`src/rtl/hamming_decode_ctrl.sv`:
```
// Sequencing controller for the Hamming(7,4) decode datapath: accepts one codeword,
// captures syndrome/corrected nibble, flags error/mismatch, and multiplexes a 2-digit display.
module hamming_decode_ctrl #(
    parameter int REFRESH_DIV = 27000
) (
    input  logic       clk,
    input  logic       rst,
    input  logic       in_valid,
    output logic       in_ready,
    input  logic [6:0] e_in,
    input  logic [3:0] i_ref,
    output logic [6:0] dec_word,
    input  logic [2:0] dec_syn,
    input  logic [3:0] dec_data,
    output logic [3:0] c,
    output logic       x,
    output logic       y,
    output logic       out_valid,
    output logic [3:0] disp_nib,
    output logic [1:0] an
);

    localparam int CW = (REFRESH_DIV > 1) ? $clog2(REFRESH_DIV) : 1;
    localparam logic [CW-1:0] CNT_MAX = CW'(REFRESH_DIV - 1);

    localparam logic [1:0] S_IDLE    = 2'd0;
    localparam logic [1:0] S_LOAD    = 2'd1;
    localparam logic [1:0] S_CAPTURE = 2'd2;
    localparam logic [1:0] S_DONE    = 2'd3;

    logic [1:0]    state_q, state_d;
    logic [6:0]    dec_word_q, dec_word_d;
    logic [3:0]    ref_q, ref_d;
    logic [3:0]    c_q, c_d;
    logic [2:0]    syn_q, syn_d;
    logic          x_q, x_d, y_q, y_d;
    logic [CW-1:0] cnt_q, cnt_d;
    logic          sel_q, sel_d, wrap;
    logic [1:0]    an_q, an_d;
    logic [3:0]    nib_q, nib_d;

    always_comb begin
        state_d    = state_q;
        dec_word_d = dec_word_q;
        ref_d      = ref_q;
        c_d        = c_q;
        syn_d      = syn_q;
        x_d        = x_q;
        y_d        = y_q;
        case (state_q)
            S_IDLE: begin
                if (in_valid) begin
                    dec_word_d = e_in;
                    ref_d      = i_ref;
                    state_d    = S_LOAD;
                end
            end
            S_LOAD:    state_d = S_CAPTURE;
            S_CAPTURE: begin
                c_d     = dec_data;
                syn_d   = dec_syn;
                x_d     = (dec_syn != 3'd0);
                y_d     = (dec_data != ref_q);
                state_d = S_DONE;
            end
            S_DONE:    state_d = S_IDLE;
            default:   state_d = S_IDLE;
        endcase
    end

    // Display mux uses next-state values so the digit and its nibble switch together.
    always_comb begin
        wrap  = (cnt_q == CNT_MAX);
        cnt_d = wrap ? '0 : cnt_q + 1'b1;
        sel_d = sel_q ^ wrap;
        an_d  = sel_d ? 2'b01 : 2'b10;
        nib_d = sel_d ? {1'b0, syn_d} : c_d;
    end

    always_ff @(posedge clk) begin
        if (rst) begin
            state_q    <= S_IDLE;
            dec_word_q <= '0;
            ref_q      <= '0;
            c_q        <= '0;
            syn_q      <= '0;
            x_q        <= 1'b0;
            y_q        <= 1'b0;
            cnt_q      <= '0;
            sel_q      <= 1'b0;
            an_q       <= 2'b10;
            nib_q      <= '0;
        end else begin
            state_q    <= state_d;
            dec_word_q <= dec_word_d;
            ref_q      <= ref_d;
            c_q        <= c_d;
            syn_q      <= syn_d;
            x_q        <= x_d;
            y_q        <= y_d;
            cnt_q      <= cnt_d;
            sel_q      <= sel_d;
            an_q       <= an_d;
            nib_q      <= nib_d;
        end
    end

    assign in_ready  = (state_q == S_IDLE);
    assign out_valid = (state_q == S_DONE);
    assign dec_word  = dec_word_q;
    assign c         = c_q;
    assign x         = x_q;
    assign y         = y_q;
    assign an        = an_q;
    assign disp_nib  = nib_q;

endmodule

```
`config.mk`:
```
export PLATFORM = sky130hd
export DESIGN_NAME = hamming_decode_ctrl
export DESIGN_NICKNAME = d
export VERILOG_FILES = /design/src/rtl/hamming_decode_ctrl.sv
export SDC_FILE = /design/constraint.sdc
export NUM_CORES = 1
export LEC_CHECK = 0
export ABC_AREA = 1
export CAP_MARGIN = 20
export CORE_ASPECT_RATIO = 0.6
export CORE_UTILIZATION = 61
export DETAILED_ROUTE_END_ITERATION = 7
export DONT_BUFFER_PORTS = 1
export PLACE_DENSITY = 0.79
export SLEW_MARGIN = 0
export SYNTH_ARGS = -nofsm -noshare
export SYNTH_HDL_FRONTEND = slang
export SYNTH_SLANG_ARGS = --single-unit
```
`constraint.sdc`:
```
create_clock -name clk -period 1.4 [get_ports clk]
set_input_delay 0.35 -clock clk [delete_from_list [all_inputs] [get_ports clk]]
set_output_delay 0.35 -clock clk [all_outputs]
set_load 0.02 [all_outputs]
```
After elaboration in Yosys (flattened, before gate mapping)
Cells that the tools add are included.
{"block": "totals", "regBits": 44, "in_bits": 21, "out_inout_bits": 21, "word_cells": 31}
{"block": "classes", "addsub": 1, "n_eq_ne": 6, "muxes": 6, "n_bitwise": 1, "reduce_logical": 5}
{"op": "15-bit by 1-bit adder with 15-bit output, second input constant", "count": 1}
{"op": "15-bit equality test, second input constant", "count": 1}
{"op": "2-bit one-hot mux with 4 select lines", "count": 1}
{"op": "3-bit 2-to-1 mux", "count": 2}
{"op": "2-bit equality test, second input constant", "count": 2}
{"op": "2-bit 2-to-1 mux", "count": 2}
{"op": "4-bit 2-to-1 mux", "count": 1}
{"op": "4-bit inequality test", "count": 1}
{"op": "2-bit OR reduction", "count": 2}
{"op": "3-bit nonzero test", "count": 1}
{"op": "2-bit by 1-bit equality test with 1-bit output, second input constant", "count": 1}
{"op": "2-bit logical NOT", "count": 1}
{"op": "2-bit inequality test, second input constant", "count": 1}
{"op": "2-bit AND reduction", "count": 1}
{"op": "1-bit XOR", "count": 1}

Depth between registers and ports, before layout
Gate-level depths: netlist (run 1).
{"block": "depth", "depth_word": 3, "depth_mapped": 9, "mapped_depth_nobuf": 9}

Worst setup path before layout (run 1)
OpenSTA, ideal clock, no wires.
{"block": "synth_timing", "kind": "reg-to-reg", "start": "register state_q[0]", "end": "register dec_word_q[0], in the netlist dec_word[0]", "setup_ns": 0.065, "t_arrival_ns": 1.286, "required_time_ns": 1.335, "path_slack_ns": 0.049, "stages_incl_launch_ff": 8, "n_path_buf": 1, "period_less_slack_ns": 1.351, "path_cell_list": "dfxtp_1 -> inv_1 -> ha_1 -> nand2_1 -> inv_1 -> clkbuf_1 -> nor2_1 -> nor2_1"}
{"block": "synth_between", "elab_chain_len": 2}
{"item": "start, declared", "line_no": "31", "source": "logic [1:0] state_q, state_d;"}
{"item": "start signal, assigned", "line_no": "94", "source": "state_q <= state_d;"}
{"item": "2-bit logical NOT"}
{"item": "named net in_ready", "line_no": "9", "source": "output logic in_ready,"}
{"item": "2-bit AND reduction (no source line)"}
{"item": "end signal, assigned", "line_no": "95", "source": "dec_word_q <= dec_word_d;"}
{"item": "end, declared", "line_no": "32", "source": "logic [6:0] dec_word_q, dec_word_d;"}
The timed path passes the listed nets, and every way through them passes these cells.
A chain may end at the register's enable or synchronous reset.

Worst setup path after layout (run 1)
{"block": "layout_timing", "start": "register state_q[1]", "end": "output in_ready"}
{"block": "layout_between", "elab_chain_len": 1}
{"item": "2-bit logical NOT", "line_no": "108", "source": "assign in_ready = (state_q == S_IDLE);"}
{"item": "end, declared", "line_no": "9"}
Every way passes these cells.

==> run_results.csv, run 1 <==
group,metric,value,unit
floorplan,initial_core_util,66.4,%
logic_synthesis,synth_fa_ha_area_share,3.16,%
grt,grt_use_total,23.9,%
finish,utilization,74.6,%
cts,path_clk_slew,0.08,ns
sta,drv_slew,0,
routing,firstDrtPassIters,4,
logic_synthesis,synth-main-ff-cell,"dfxtp_1",
finish,finalNetCount,304,
grt,grt_pass1_wl,6.04,mm
cts,cts_hold_buffers,0,
sta,rsz0062_at_grt,"no",
logic_synthesis,synth_area,0.00198,mm^2
grt,grt_max_degree,15,
routing,drc,0,
finish,final_common_cell,"nor2_1",
finish,antenna_cells,0,
sta,tightestPinTransition,0.352,ns
logic_synthesis,syn_area_per_cell,7.39,um^2
logic_synthesis,syn_inst,268,
routing,viasPerCell,5.15,
floorplan,die_w,75.6,um
cts,cts_tree,"done",
logic_synthesis,synth.distinct_cells,30,
logic_synthesis,seq_area_frac_synth,43.5,%
hold_path,whs_endpoint,"state_q[0]",
grt,grt-ovfl-total,0,
setup_path,r2r_end,"ref_q[2]",
floorplan,die_area,0.00349,mm^2
routing,route.vias.total,1652,
hold_path,hold_class,"in -> reg",
sta,fin_crit_sh,97.5,%
routing,wl,4.05,mm
power,power_leakage,0.927,nW
floorplan,core-area,0.00298,mm^2
setup_path,r2r_cells,6,
setup_path,r2r_setup_slack,0.11,ns
power,power.density,1630,mW/mm^2
run_status,status,"completed",
routing,detail_route.wl_per_cell,12.6,um
setup_path,end_kind,"primary output",
setup_path,r2r-start,"state_q[0]",
floorplan,rows,15,
sta,finalSetupTns,0,ns
logic_synthesis,synthSimpleGateAreaFrac,31.8,%
floorplan,io_pins,42,
finish,final_cell_mix,"54 x nor2_1, 43 x nand2_1, 40 x dfxtp_1",
sta,skew,0.00654,ns
floorplan,dieHeight,46.1,um
cts,clock_path_buffers,2,
logic_synthesis,synth_compound_gate_area_share,10.1,%
logic_synthesis,syn_nets,294,
place,dp.final_hpwl,2.94,mm
logic_synthesis,muxShareOfSynthArea,0,%
routing,antenna_left,0,
sta,finalHoldViolCount,0,
cts,cts-root-buf,"clkbuf_8",
logic_synthesis,ys_ff_latch,43,
finish,drive_gt1_share,19.0,%
routing,initialDrtViolationCount,116,
cts,cts_buffers,5,
finish,area_growth,12.4,%
grt,antenna_found_initial,0,
logic_synthesis,synth_top_family_by_area,"simple AND/OR/NAND/NOR gates",
setup_path,cp-start-kind,"flop",
run,max-cap-violations,0,
cts,cts_htree_levels,2,
setup_path,cp.required,1.05,ns
hold_path,holdPathStages,1,
finish,fin_area,0.00223,mm^2
logic_synthesis,synth_edf_count,0,
sta,fmax,732,MHz
hold_path,min_from,"rst",
cts,clock-sinks,43,
place,gp_congestion,0.875,
logic_synthesis,synth_xor_area_share,3.10,%
setup_path,path_max_fanout,3,
place,dpl_cell_area,0.00205,mm^2
sta,slew_headroom,76.5,%
setup_path,cp.arrival,1.02,ns
logic_synthesis,yosysWarnings,0,
place,port_buffers,0,
grt,grt_pass1_vias,1334,
cts,clkLatencyLatePin,0.29,ns
setup_path,critPathKind,"reg -> out",
power,ir_drop,1060,uV
logic_synthesis,async_reset_ff_share,0,%
sta,setup_viol,0,
sta,post-route-min-period,1.37,ns
## area by class of cell
type	instances	area [um^2]
clock buffer	6	82.6
clock inverter	2	35.0
fill	216	757
inverter	31	119
multi-input combinational	187	992
sequential	43	867
tap	42	52.6
timing repair buffer	10	78.8
## cell usage after synthesis (2+ instances only)
cell type / instances / area share (%)
nor2_1: 55 / 10
dfxtp_1: 43 / 43
nand2_1: 43 / 8.1
inv_1: 28 / 5.3
nand3_1: 18 / 4.5
o21ai_0: 18 / 4.5
nor2_2: 9 / 2.8
nand4_1: 6 / 1.9
a21oi_1: 5 / 1.3
ha_1: 5 / 3.2
a21oi_2: 4 / 1.8
xnor2_1: 4 / 1.8
clkbuf_1: 3 / 0.57
xor2_1: 3 / 1.3
a211oi_1: 2 / 0.76
buf_2: 2 / 0.51
inv_2: 2 / 0.38
nand2_2: 2 / 0.63
nand2_4: 2 / 1.1
nor3_1: 2 / 0.51
o21ai_1: 2 / 0.51
or2_2: 2 / 0.63
## per-layer routing
layer  routed length [um]  part of all wire (%)  up-vias  global-route usage (%)
met5                    0                     0        -                       0
met4                   14                  0.35        0                    5.56
met3                  356                   8.8        4                    8.10
met2                 1610                    40       64                    32.1
met1                 2060                    51      714                    36.0
li1                     -                     -      870                       -
## worst max-delay path: stages, from the launching register on
cell and delay (ns):
dfxtp_2 0.35, inv_2 0.06, ha_4 0.16, buf_4 0.15
## logic make-up after synthesis
logic type	Yosys count
AO/OA/AOI/OAI	34
XOR/XNOR	7
adder cells (fa/ha/maj)	5
buffers and inverters	38
flip-flops	43
AND/OR/NAND/NOR	141
## where the power goes
group	internal (W)	leakage [nW]	total [W]	switching, W
sequential	0.00148	0.353	0.00181	0.000330
clock	0.000577	0.0612	0.000991	0.000414
combinational	0.000348	0.513	0.000825	0.000476
## how the worst max path moves through the flow
stage,startpoint,to,slack (ns),depth (start not counted)
after floorplan,state_q[0],dec_word[0],0.05,7
after global placement,state_q[0],disp_nib[1],0.06,6
after detailed placement,state_q[0],disp_nib[1],0.02,6
after CTS,state_q[0],in_ready,0.007,3
after global routing,state_q[0],in_ready,0.002,3
final,state_q[1],in_ready,0.03,3
## state kept, by name, indices dropped and copies added (netlist names)
name	count
x	1
state_q	2
dec_word	7
c	4
cnt_q	15
syn_q	3
disp_nib	4
y	1
ref_q	4
an	2
## repair_timing
action,4_1_cts,5_1_grt
setup endpoints to repair,2,23
pin swaps,1,0
resized for setup,5,13
setup buffers,1,0
## through the flow
stage               setup slack, ns  instances  hold WS [ns]  total power, W
finish                       0.0347        321         0.123         0.00362
global route                0.00249        321         0.109         0.00383
CTS                         0.00658        321         0.117         0.00355
detailed placement           0.0216        312         0.437         0.00253
global placement             0.0578        312         0.432         0.00250
floorplan                    0.0491        268         0.427         0.00233
(Power assumes the default switching activity.)
==> run 2: changes to the inputs <==
- CELL_PAD_IN_SITES_DETAIL_PLACEMENT: unset -> 2
- CELL_PAD_IN_SITES_GLOBAL_PLACEMENT: unset -> 2
- CORE_UTILIZATION: 61 -> 34
- PLACE_DENSITY: 0.79 -> 0.78
==> run_results.csv, run 2 (synthesized netlist as in run 1, its figures left out) <==
group,metric,value,unit
finish,drive_gt1_share,21.3,%
power,power_frac_clock,26.6,%
setup_path,critPathKind,"reg -> out",
sta,setup_viol,0,
finish,largest_register,"cnt_q",
sta,skew,0.0113,ns
grt,antenna_found_initial,0,
cts,cts_tree,"done",
grt,use_met2,33.0,%
routing,drc,0,
sta,rsz0062_at_grt,"yes",
grt,grt_use_total,20.5,%
grt,met3_usage,5.45,%
hold_path,min_from,"rst",
routing,antenna_left,0,
finish,largest_register_ffs,15,
setup_path,r2r-start,"cnt_q[0]",
routing,viasPerCell,4.88,
floorplan,io_pins,42,
setup_path,cp_num_cells,3,
floorplan,core-area,0.00560,mm^2
place,gp_congestion,0.787,
routing,route.vias.total,1768,
sta,fin_crit_sh,99.0,%
power,power.density,1580,mW/mm^2
grt,gr-usage-met1,27.8,%
sta,fmax,722,MHz
cts,clock_path_buffers,2,
setup_path,path_max_fanout,3,
power,p_sw,0.00132,W
grt,grt-busiest-layer,"met2",
grt,grt_pass1_vias,1772,
power,intPower,0.00237,W
power,comb_power_share,23.8,%
grt,grt_max_degree,15,
routing,firstDrtPassIters,4,
cts,cts_buffers,5,
finish,area_growth,18.3,%
floorplan,rows,21,
setup_path,critPathMaxStageDelay,0.39,ns
place,port_buffers,0,
floorplan,dieHeight,61.1,um
power,sw_frac_of_total,35.8,%
setup_path,end_kind,"primary output",
run_status,status,"completed",
floorplan,initial_core_util,35.4,%
finish,final_common_cell,"nor2_1",
place,dp.final_hpwl,4.52,mm
cts,clock-sinks,43,
finish,antenna_cells,0,
routing,detail_route.wl_per_cell,16.3,um
floorplan,die_area,0.00614,mm^2
cts,cts-root-buf,"clkbuf_8",
cts,cts_htree_levels,2,
power,ir_drop,604,uV
sta,post-route-min-period,1.39,ns
routing,wl,5.89,mm
setup_path,cp.arrival,1.04,ns
grt,grt-ovfl-total,0,
sta,slew_headroom,69.1,%
power,p_seq_share,49.5,%
finish,utilization,41.9,%
setup_path,cp.required,1.05,ns
setup_path,cp-start-kind,"flop",
sta,drv_slew,0,
hold_path,hold_class,"in -> reg",
sta,finalSetupTns,0,ns
setup_path,crit_buf_inv,2,
setup_path,startpoint,"state_q[1]",
grt,grt_pass1_wl,9.22,mm
hold_path,holdPathStages,1,
sta,tightestPinTransition,0.463,ns
finish,final_cell_mix,"53 x nor2_1, 43 x nand2_1, 36 x dfxtp_1",
setup_path,cpMaxStageDelayCell,"dfxtp_4",
sta,finalHoldViolCount,0,
setup_path,critical-path-top-delay-family,"flip-flops",
sta,fin_hold_ws,0.114,ns
routing,initialDrtViolationCount,30,
floorplan,die_w,101,um
setup_path,cp_cell_sequence,"inv_4, ha_4, buf_6",
run,max-cap-violations,0,
cts,path_clk_slew,0.08,ns
cts,clkLatencyLatePin,0.30,ns
finish,finalNetCount,307,
power,power_leakage,0.954,nW
setup_path,r2r_cells,5,
[run 2: cell count changes in the layout (fill, tap and decap cells not counted), moves of 2 or more]
cell	before	now
ha_2	2	0
o21ai_1	4	2
dfxtp_2	2	6
o21ai_0	16	18
dfxtp_1	40	36
nor2_4	1	3
buf_6	1	3
[run 2: area by class of cell]
class	count	area, um^2
Fill cell	682	3250
Multi-Input combinational cell	187	1030
Sequential cell	43	872
Inverter	31	121
Timing Repair Buffer	13	109
Tap cell	80	100
Clock buffer	5	68.8
Clock inverter	3	43.8
[run 2: metrics by stage]
step | power, W | instance area [um^2] | instances | setup slack, ns
6_report | 0.00369 | 2340 | 362 | 0.0146
4_1_cts | 0.00367 | 2270 | 360 | 0.00365
5_1_grt | 0.00393 | 2340 | 362 | -0.0276
3_5_place_dp | 0.00261 | 2110 | 352 | -0.0511
2_1_floorplan | 0.00233 | 1980 | 268 | 0.0491
3_3_place_gp | 0.00254 | 2110 | 352 | 0.0301
[run 2: path summary, 6_finish.rpt]
path                            slack, ns         end
worst max register to register       0.03   cnt_q[13]
worst max-delay path                 0.01    in_ready
worst min-delay path                 0.11  state_q[0]
worst min register to register       0.52    syn_q[1]
[run 2: power by group through the flow]
| stage | Clock [W] | Combinational (W) | Sequential, W |
|---|---|---|---|
| after global routing | 0.00107 | 0.000996 | 0.00186 |
| after CTS | 0.00101 | 0.000846 | 0.00181 |
| after detailed placement | 0 | 0.000786 | 0.00183 |
| after floorplan | 0 | 0.000562 | 0.00177 |
| final | 0.000984 | 0.000879 | 0.00183 |
| after global placement | 0 | 0.000729 | 0.00181 |
[run 2: metal layers]
metal	share of wire, %	vias up	routed length, um
met2	44	31	2620
met5	0	-	0
met1	50	858	2970
met4	0.98	0	58
li1	-	872	-
met3	4.1	7	243
[run 2: what timing repair did]
action	in CTS	in global routing
hold buffers	0	0
pin swaps	0	4
resized for setup	12	16
setup buffers	0	2
setup endpoints to repair	22	18
endpoints found under the hold margin	0	0
